<file path="config.mk">
export PLATFORM = sky130hd
export DESIGN_NAME = uart_rx_capture
export DESIGN_NICKNAME = d
export VERILOG_FILES = /design/src/rtl/uart_rx_capture.sv
export SDC_FILE = /design/constraint.sdc
export NUM_CORES = 1
export LEC_CHECK = 0
export BUFFER_PORTS_ARGS = -buffer_cell sky130_fd_sc_hd__buf_2
export CORE_ASPECT_RATIO = 1.4
export CORE_MARGIN = 2
export CORE_UTILIZATION = 30
export DETAILED_ROUTE_END_ITERATION = 7
export PLACE_DENSITY_LB_ADDON = 0.05
export SETUP_SLACK_MARGIN = 0.3
export SLEW_MARGIN = 20
export SYNTH_ARGS = -nofsm -noshare
export SYNTH_HDL_FRONTEND = slang
export SYNTH_SLANG_ARGS = --single-unit
</file>
<file path="constraint.sdc">
create_clock -name clk -period 4.91 [get_ports clk]
set_clock_uncertainty 0.1 [all_clocks]
set_input_delay 0.982 -clock clk [delete_from_list [all_inputs] [get_ports clk]]
set_output_delay 0.982 -clock clk [all_outputs]
set_load 0.005 [all_outputs]
</file>
<file path="src/rtl/uart_rx_capture.sv">
// 8N1 UART receiver: rx synchronizer, bit-centre sampling FSM, first-word fall-through
// byte FIFO with sticky overflow and a one-cycle framing-error pulse.
module uart_rx_capture #(
  parameter int unsigned DIV_WIDTH   = 16,
  parameter int unsigned FIFO_DEPTH  = 4,
  parameter int unsigned SYNC_STAGES = 2
) (
  input  logic                        clk,
  input  logic                        rst,
  input  logic                        rx_i,
  input  logic [DIV_WIDTH-1:0]        baud_div_i,
  output logic [7:0]                  rx_data_o,
  output logic                        rx_valid_o,
  input  logic                        rx_ready_i,
  output logic                        busy_o,
  output logic                        frame_err_o,
  output logic                        overflow_o,
  input  logic                        clr_i,
  output logic [$clog2(FIFO_DEPTH):0] fifo_count_o
);

  localparam int unsigned PtrW = $clog2(FIFO_DEPTH);
  localparam logic [PtrW:0] FullCnt = (PtrW + 1)'(FIFO_DEPTH);
  localparam logic [PtrW:0] CntOne = (PtrW + 1)'(1);
  localparam logic [PtrW-1:0] PtrOne = PtrW'(1);
  localparam logic [DIV_WIDTH-1:0] MinDiv = DIV_WIDTH'(4);
  localparam logic [DIV_WIDTH-1:0] DivOne = DIV_WIDTH'(1);

  typedef enum logic [2:0] {StIdle, StStart, StData, StStop, StBreak} state_e;

  // Input synchronizer; idles high so reset never looks like a start bit.
  logic [SYNC_STAGES-1:0] sync_q;
  logic                   rxs;

  always_ff @(posedge clk) begin
    if (rst) sync_q <= '1;
    else     sync_q <= {sync_q[SYNC_STAGES-2:0], rx_i};
  end

  assign rxs = sync_q[SYNC_STAGES-1];

  state_e               state_q, state_d;
  logic [DIV_WIDTH-1:0] cnt_q, cnt_d, div_q, div_d;
  logic [2:0]           bit_q, bit_d;
  logic [7:0]           shreg_q, shreg_d;
  logic                 frame_err_q, frame_err_d;
  logic                 push;
  logic                 half_end, bit_end;

  assign half_end = (cnt_q == ((div_q >> 1) - DivOne));
  assign bit_end  = (cnt_q == (div_q - DivOne));

  always_comb begin
    state_d     = state_q;
    cnt_d       = cnt_q;
    div_d       = div_q;
    bit_d       = bit_q;
    shreg_d     = shreg_q;
    frame_err_d = 1'b0;
    push        = 1'b0;
    unique case (state_q)
      StIdle: begin
        if (!rxs) begin
          cnt_d   = '0;
          div_d   = (baud_div_i < MinDiv) ? MinDiv : baud_div_i;
          state_d = StStart;
        end
      end
      StStart: begin
        if (half_end) begin
          cnt_d   = '0;
          bit_d   = '0;
          // A start bit that is gone by its centre is treated as a glitch.
          state_d = rxs ? StIdle : StData;
        end else begin
          cnt_d = cnt_q + DivOne;
        end
      end
      StData: begin
        if (bit_end) begin
          shreg_d = {rxs, shreg_q[7:1]};
          cnt_d   = '0;
          bit_d   = bit_q + 3'd1;
          if (bit_q == 3'd7) state_d = StStop;
        end else begin
          cnt_d = cnt_q + DivOne;
        end
      end
      StStop: begin
        if (bit_end) begin
          if (rxs) begin
            push    = 1'b1;
            state_d = StIdle;
          end else begin
            frame_err_d = 1'b1;
            state_d     = StBreak;
          end
        end else begin
          cnt_d = cnt_q + DivOne;
        end
      end
      StBreak: begin
        if (rxs) state_d = StIdle;
      end
      default: state_d = StIdle;
    endcase
  end

  always_ff @(posedge clk) begin
    if (rst) begin
      state_q     <= StIdle;
      cnt_q       <= '0;
      div_q       <= MinDiv;
      bit_q       <= '0;
      shreg_q     <= '0;
      frame_err_q <= 1'b0;
    end else begin
      state_q     <= state_d;
      cnt_q       <= cnt_d;
      div_q       <= div_d;
      bit_q       <= bit_d;
      shreg_q     <= shreg_d;
      frame_err_q <= frame_err_d;
    end
  end

  // FIFO; a pop in the same cycle frees the slot for a push into a full buffer.
  logic [7:0]      mem_q [FIFO_DEPTH];
  logic [PtrW-1:0] wr_q, rd_q;
  logic [PtrW:0]   count_q;
  logic            overflow_q;
  logic            full, pop, push_ok, ovf_set;

  assign rx_valid_o = (count_q != '0);
  assign full       = (count_q == FullCnt);
  assign pop        = rx_valid_o && rx_ready_i;
  assign push_ok    = push && (!full || pop);
  assign ovf_set    = push && full && !pop;

  always_ff @(posedge clk) begin
    if (rst) begin
      mem_q      <= '{default: '0};
      wr_q       <= '0;
      rd_q       <= '0;
      count_q    <= '0;
      overflow_q <= 1'b0;
    end else begin
      if (push_ok) begin
        mem_q[wr_q] <= shreg_q;
        wr_q        <= wr_q + PtrOne;
      end
      if (pop) rd_q <= rd_q + PtrOne;
      if (push_ok && !pop)      count_q <= count_q + CntOne;
      else if (!push_ok && pop) count_q <= count_q - CntOne;
      if (ovf_set)    overflow_q <= 1'b1;
      else if (clr_i) overflow_q <= 1'b0;
    end
  end

  assign rx_data_o    = mem_q[rd_q];
  assign busy_o       = (state_q != StIdle);
  assign frame_err_o  = frame_err_q;
  assign overflow_o   = overflow_q;
  assign fifo_count_o = count_q;

endmodule
</file>
==> summary.txt, run 1 <==
Outcome
  – Status: finished, final reports clean

Worst hold path
  – Hold path endpoint: sync_q[1]
  – Worst Hold Path Cells: 1
  – HP Class: reg2reg
  – Min-delay src: sync_q[0]

Clock network
  – Bufs on Longest Clock Path: 2
  – Setup bufs post-CTS: 0
  – H-tree depth: 3
  – CTS buffer count: 9
  – CTS root buf: clkbuf_16
  – Clock transition at path regs: 0.07 ns
  – Clk_lat worst skew: 0.36 ns
  – Post-cts gate resize count: 0
  – CTS Hold Buffers Added: 0
  – Clock Sinks: 89
  – CTS tree: yes

Timing
  – Final WS setup: 0.5459 ns
  – Min Tclk post-route: 4.364 ns
  – Final Cycle Share: 88.88%
  – Final hold vios: 0
  – Max Slew Vio Count: 0
  – Setup_tns: 0 ns
  – Worst-Margin Slew: 1.129 ns
  – Max-slew headroom: 24.43%
  – Hold slack: 0.3181 ns
  – RSZ-0062 raised after global routing: no
  – Fmax: 229.1 MHz
  – Final setup fails: 0

Floorplanning
  – Die Wd: 116.8 um
  – Row count: 57
  – Starting Density: 30.72%
  – CORE AREA: 17400 um^2
  – Area of the die: 18920 um^2
  – Die Y: 162.0 um
  – Io pins: 36

Routing
  – Post-DR wirelength/cell: 18.17 um
  – Via count: 4630
  – DRC errors left: 0
  – Initial DRC Count: 230
  – Vias per Instance: 5.249
  – Antenna viol nets, final: 0
  – Overall routed net length: 16020 um
  – Drt pass-1 iters: 5

Pwr
  – Leak Pwr: 1.994 nW
  – Worst VDD drop: 118.3 uV
  – Cell Pwr Density: 293.1 nW/um^2
  – Final Total Pwr: 1.725 mW

Setup path
  – CP Capture Type: flop
  – R2R depth: 14
  – Worst path cell trace: inv_1 -> ha_1 -> or4b_1 -> or3_4 -> a211oi_2 -> nand3_2 -> a2111oi_4 -> and2_1 -> ha_1 -> inv_1 -> fa_1 -> xor2_1 -> or3_1 -> a21oi_1
  – Delay-heaviest family, CP: simple AND/OR/NAND/NOR gates
  – Reg2Reg Launch Point: div_q[2]
  – Required time worst endpoint: 5.09 ns
  – CP max stage delay: 0.60 ns
  – Critical Path Fanout Max: 9
  – R2r endpoint: fifo_count_o[2]
  – Worst path buffer plus inverter count: 2
  – Setup Crit Path Kind: reg2reg
  – CP startpoint kind: flop
  – Critical Path AT: 4.55 ns
  – R2R Setup Slk: 0.55 ns
  – Critical path's slowest cell: or4b_1

Synthesis
  – Syn_nets: 670
  – Seq/Total Area, Yosys: 33.33%
  – Avg Cell Area, Syn: 8.380 um^2
  – Library cells used by synthesis: 80
  – EDFF count, synth: 0
  – Syn Inst Count: 638
  – Asr flop ratio synth: 0%
  – Top FF cell, synth: dfxtp_1
  – Synth warnings: 0
  – Synthesized area: 5346 um^2
  – Synth Register Bits: 89

Global route
  – Largest net degree at the start of global routing: 68
  – Vias in the first global route: 4400
  – Initial antenna violation count: 0
  – First-pass GRT wire length: 24740 um
  – Total grt overflow: 0
  – Gr usage total: 17.36%

Placed design
  – Gpl congestion: 0.8279
  – I/O Buffers: 35
  – DP Wirelength: 11950 um
  – Dpl ws: 0.5687 ns

Cells and area
  – Share of post-route cells with drive strength above 1: 15.33%
  – Fill cell count: 1905
  – Most frequent cells in the layout: 92 x nand2_1, 89 x dfxtp_1, 65 x nand3_1
  – Util after Layout: 33.82%
  – Net count, final: 673
  – FF+latch area: 1782 um^2
  – Area of the multi-input gates: 3183 um^2
  – Commonest non-fill, non-tap cell in the layout: nand2_1
  – Antenna diodes: 0
  – Area delta synth->final: 10.09%

Run
  – Max_cap viols: 0
## per-stage QoR
stage	area, um^2	cells
CTS	5886	882
detailed placement	5570	866
global placement	5570	866
global route	5886	882
finish	5886	882
floorplan	5346	638
## registers in the layout (all words and copies together), names as in the netlist, 2 cells and up
signal / count
mem_q: 32
state_q: 3
rd_q: 2
sync_q: 2
fifo_count_o: 3
wr_q: 2
div_q: 16
shreg_q: 8
cnt_q: 16
bit_q: 3
## cells in the mapped netlist, drive strengths merged (5+ instances only)
cell type	n	area share, %
nand3	67	6.5
o311ai	12	2.0
or2	10	1.2
mux4	8	3.4
xnor2	21	3.4
nand2	92	6.5
nor4b	5	0.94
inv	17	1.2
o21ai	12	1.1
a22oi	5	0.70
ha	10	2.3
xor2	19	3.1
o211ai	6	1.1
nor2	31	2.2
mux2i	11	2.1
nor3	12	1.1
or3	10	1.3
clkbuf	36	3.1
dfxtp	89	33
nand2b	8	0.94
nor4	11	1.7
nand4	6	0.70
a21oi	55	5.2
buf	15	2.2
## worst register-to-register path, cell delays in order, from the launching register on
cell,delay (ns)
dfxtp_1,0.39
inv_1,0.11
ha_1,0.30
or4b_1,0.60
or3_4,0.44
a211oi_2,0.29
nand3_2,0.13
a2111oi_4,0.48
and2_1,0.23
ha_1,0.18
inv_1,0.06
fa_1,0.37
xor2_1,0.17
or3_1,0.30
a21oi_1,0.14
## area by class of cell
cell class | count | share of cell area (%)
flip-flops and latches | 89 | 30.27
repair buffers | 44 | 4.124
clock inverters | 7 | 1.531
clock buffers | 9 | 3.827
multi-input cells | 479 | 54.08
well taps | 236 | 5.017
inverters | 18 | 1.148
## layer usage
metal / routed length (um) / vias to the layer above / track usage, %
met4: 333 / 0 / 5.775
li1: - / 2308 / -
met1: 6393 / 2235 / 19.37
met5: 0 / - / 0
met2: 8926 / 65 / 32.82
met3: 369 / 22 / 2.612
## worst max-delay path by stage
stage / endpoint / slack (ns) / start / cells past startpoint
2_1_floorplan: fifo_count_o[2] / 0.71 / div_q[2] / 18
3_3_place_gp: fifo_count_o[2] / 0.65 / div_q[2] / 14
3_5_place_dp: fifo_count_o[2] / 0.57 / div_q[2] / 14
4_1_cts: fifo_count_o[2] / 0.53 / div_q[2] / 14
5_1_grt: fifo_count_o[2] / 0.33 / div_q[2] / 14
6_report: fifo_count_o[2] / 0.55 / div_q[2] / 14
## kinds of logic after synthesis
group / count (synthesis) / share of synthesized area (%)
compound gates: 133 / 18.07
xor+xnor: 41 / 6.997
fa+ha+maj: 11 / 2.715
buf+inv: 70 / 7.138
flops: 89 / 33.33
mux: 19 / 5.429
simple gates: 275 / 26.33
## report_power, final
group	internal (mW)	total [mW]	switching (mW)	leakage (nW)
Clock	0.405	0.737	0.332	0.147
Combinational	0.0932	0.207	0.113	1.13
Sequential	0.738	0.781	0.0429	0.719
(Power assumes the default switching activity.)
==> inputs of run 2 (changes only) <==
--- a/config.mk
+++ b/config.mk
@@ -11,6 +11,7 @@
 export CORE_UTILIZATION = 30
 export DETAILED_ROUTE_END_ITERATION = 7
 export PLACE_DENSITY_LB_ADDON = 0.05
+export REMOVE_ABC_BUFFERS = 1
 export SETUP_SLACK_MARGIN = 0.3
 export SLEW_MARGIN = 20
 export SYNTH_ARGS = -nofsm -noshare
==> run 2 against run 1 <==
Compared with the run above:
- sequential power about the same
- highest routed layer unchanged
- flip-flop and latch count unchanged
- critical path type unchanged
- utilization down 0.10 points
- design area down 0.30%
- final cell count down 0.11%
- setup slack better by 0.057 ns
- global-route usage down 0.086 points
- worst hold slack better by 0.0091 ns
- fmax up 1.3%
- power down 0.95%
- largest cell class unchanged
==> summary.txt, run 2 (synthesis results as in run 1) <==
Setup path
  – Required time worst endpoint: 5.09 ns (about the same)
  – Critical Path AT: 4.49 ns (-0.06 ns)
  – Setup Crit Path Kind: reg2reg
  – Critical path's slowest cell: or4b_1
  – Worst path cell trace: inv_1 -> ha_1 -> or4b_1 -> or3_4 -> a211oi_2 -> nand3_2 -> a2111oi_4 -> buf_4 -> and2_1 -> ha_1 -> inv_1 -> fa_1 -> xor2_1 -> or3_1 -> a21oi_1
  – CP startpoint kind: flop
  – R2R Setup Slk: 0.60 ns (+0.06 ns)
  – Worst path buffer plus inverter count: 3 (+1)
  – R2R depth: 15 (+1)
  – CP Capture Type: flop
  – Reg2Reg Launch Point: div_q[2]
  – Delay-heaviest family, CP: simple AND/OR/NAND/NOR gates
  – Critical Path Fanout Max: 9 (unchanged)
  – CP max stage delay: 0.58 ns (-0.02 ns)
  – R2r endpoint: fifo_count_o[2]

Clock network
  – Clock transition at path regs: 0.07 ns (about the same)
  – CTS root buf: clkbuf_16
  – H-tree depth: 3 (unchanged)
  – Clock Sinks: 89 (unchanged)
  – Bufs on Longest Clock Path: 2 (unchanged)
  – Post-cts gate resize count: 0 (unchanged)
  – CTS tree: yes
  – Clk_lat worst skew: 0.35 ns (about the same)
  – CTS buffer count: 9 (unchanged)
  – CTS Hold Buffers Added: 0 (unchanged)
  – Setup bufs post-CTS: 0 (unchanged)

Pwr
  – Sequential power share: 45.6% (+0.3 points)
  – Worst VDD drop: 139.0 uV (+18%)
  – Sw power: 0.4660 mW (-4.6%)
  – Clock share of power: 42.4% (-0.3 points)
  – Combinational power share: 12.0% (about the same)
  – Leak Pwr: 1.984 nW (-0.48%)
  – Pint: 1.243 mW (+0.48%)
  – Cell Pwr Density: 291.2 nW/um^2 (-0.65%)
  – Sw frac: 27.27% (-1.0 points)

Cells and area
  – Area delta synth->final: 9.759%
  – Share of post-route cells with drive strength above 1: 15.04% (-0.29 points)
  – Fill cell count: 1923 (+0.94%)
  – Net count, final: 672 (-0.15%)
  – Largest registers: mem_q: 32 flops, cnt_q: 16 flops, div_q: 16 flops
  – Util after Layout: 33.72% (-0.10 points)
  – Top reg by flops: mem_q
  – Commonest non-fill, non-tap cell in the layout: nand2_1
  – Max reg flops: 32 (unchanged)
  – Most frequent cells in the layout: 92 x nand2_1, 89 x dfxtp_1, 65 x nand3_1
  – Area of the multi-input gates: 3183 um^2 (unchanged)
  – Antenna diodes: 0 (unchanged)
  – FF+latch area: 1782 um^2 (unchanged)
  – Finished Layout Cells: 881 (-0.11%)

Placed design
  – DP Wirelength: 11890 um (-0.58%)
  – Inst Count DP: 865 (-0.12%)
  – Gpl congestion: 0.8950 (+8.1%)
  – I/O Buffers: 35 (unchanged)

Outcome
  – Status: finished, final reports clean

Timing
  – Hold slack: 0.3271 ns (+0.009057 ns)
  – Final hold vios: 0 (unchanged)
  – Final setup fails: 0 (unchanged)
  – Fmax: 232.2 MHz (+1.3%)
  – Min Tclk post-route: 4.307 ns (-0.05729 ns)
  – Final Cycle Share: 87.71% (-1.2 points)
  – Worst-Margin Slew: 0.9393 ns (-0.1900 ns)
  – Max-slew headroom: 37.15% (+13 points)
  – Setup_tns: 0 ns (unchanged)
  – RSZ-0062 raised after global routing: no
  – Max Slew Vio Count: 0 (unchanged)

Routing
  – Post-DR wirelength/cell: 18.06 um (-0.57%)
  – DRC errors left: 0 (unchanged)
  – Overall routed net length: 15910 um (-0.68%)
  – Vias per Instance: 5.322 (+1.4%)
  – Antenna viol nets, final: 0 (unchanged)
  – Drt pass-1 iters: 4 (-1)
  – Via count: 4689 (+1.3%)
  – Initial DRC Count: 314 (+37%)

Global route
  – Gr usage total: 17.28% (-0.086 points)
  – Initial antenna violation count: 0 (unchanged)
  – Total grt overflow: 0 (unchanged)
  – Largest net degree at the start of global routing: 51 (-25%)
  – First-pass GRT wire length: 24950 um (+0.84%)
  – Vias in the first global route: 4546 (+3.3%)

Floorplanning
  – Die Y: 162.0 um (unchanged)
  – Io pins: 36 (unchanged)
  – Row count: 57 (unchanged)
  – Die Wd: 116.8 um (unchanged)
  – Starting Density: 30.72% (unchanged)
  – CORE AREA: 17400 um^2 (unchanged)
  – Area of the die: 18920 um^2 (unchanged)

Run
  – Max_cap viols: 0 (unchanged)

Worst hold path
  – Min-delay src: sync_q[0]
  – HP Class: reg2reg
  – Hold path endpoint: sync_q[1]
  – Worst Hold Path Cells: 1 (unchanged)
-- run 2: cell count changes in the layout (fill, tap and decap cells not counted), sizes merged --
cell,before,now
buf,44,43
clkbuf,9,11
clkinv,3,1
-- run 2: power by group through the flow --
| stage | logic [mW] | registers, mW | clock network (mW) |
|---|---|---|---|
| after floorplan | 0.136 | 0.785 | 0 |
| after global placement | 0.204 | 0.798 | 0 |
| after detailed placement | 0.206 | 0.799 | 0 |
| after CTS | 0.207 | 0.782 | 0.753 |
| after global routing | 0.227 | 0.786 | 0.784 |
| final | 0.205 | 0.780 | 0.724 |
-- run 2: area by class of cell --
| class | instances | area share, % |
|---|---|---|
| Clock buffer | 11 | 4.136 |
| Clock inverter | 5 | 1.066 |
| Inverter | 18 | 1.151 |
| Multi-Input combinational cell | 479 | 54.24 |
| Sequential cell | 89 | 30.36 |
| Tap cell | 236 | 5.032 |
| Timing Repair Buffer | 43 | 4.009 |
-- run 2: per-stage QoR --
stage	cell area (um^2)	setup slack [ns]	power, mW
6_report	5868	0.6032	1.709
5_1_grt	5868	0.3561	1.797
4_1_cts	5868	0.6198	1.742
3_5_place_dp	5563	0.6305	1.005
3_3_place_gp	5563	0.7297	1.002
2_1_floorplan	5032	0.3030	0.9213
-- run 2: how the worst max path moves through the flow --
stage | slack, ns | from | endpoint | cells past startpoint
final | 0.60 | div_q[2] | fifo_count_o[2] | 15
after global routing | 0.36 | div_q[2] | fifo_count_o[2] | 15
after CTS | 0.62 | div_q[2] | fifo_count_o[2] | 15
after detailed placement | 0.63 | div_q[2] | fifo_count_o[2] | 15
after global placement | 0.73 | div_q[2] | fifo_count_o[2] | 15
after floorplan | 0.30 | div_q[2] | fifo_count_o[2] | 14
-- run 2: per-layer routing --
layer,vias to the layer above,share of wire (%),global-route usage (%)
li1,2307,-,-
met1,2253,40,19.22
met2,99,54,31.79
met3,30,3.1,3.060
met4,0,3.0,6.952
met5,-,0,0
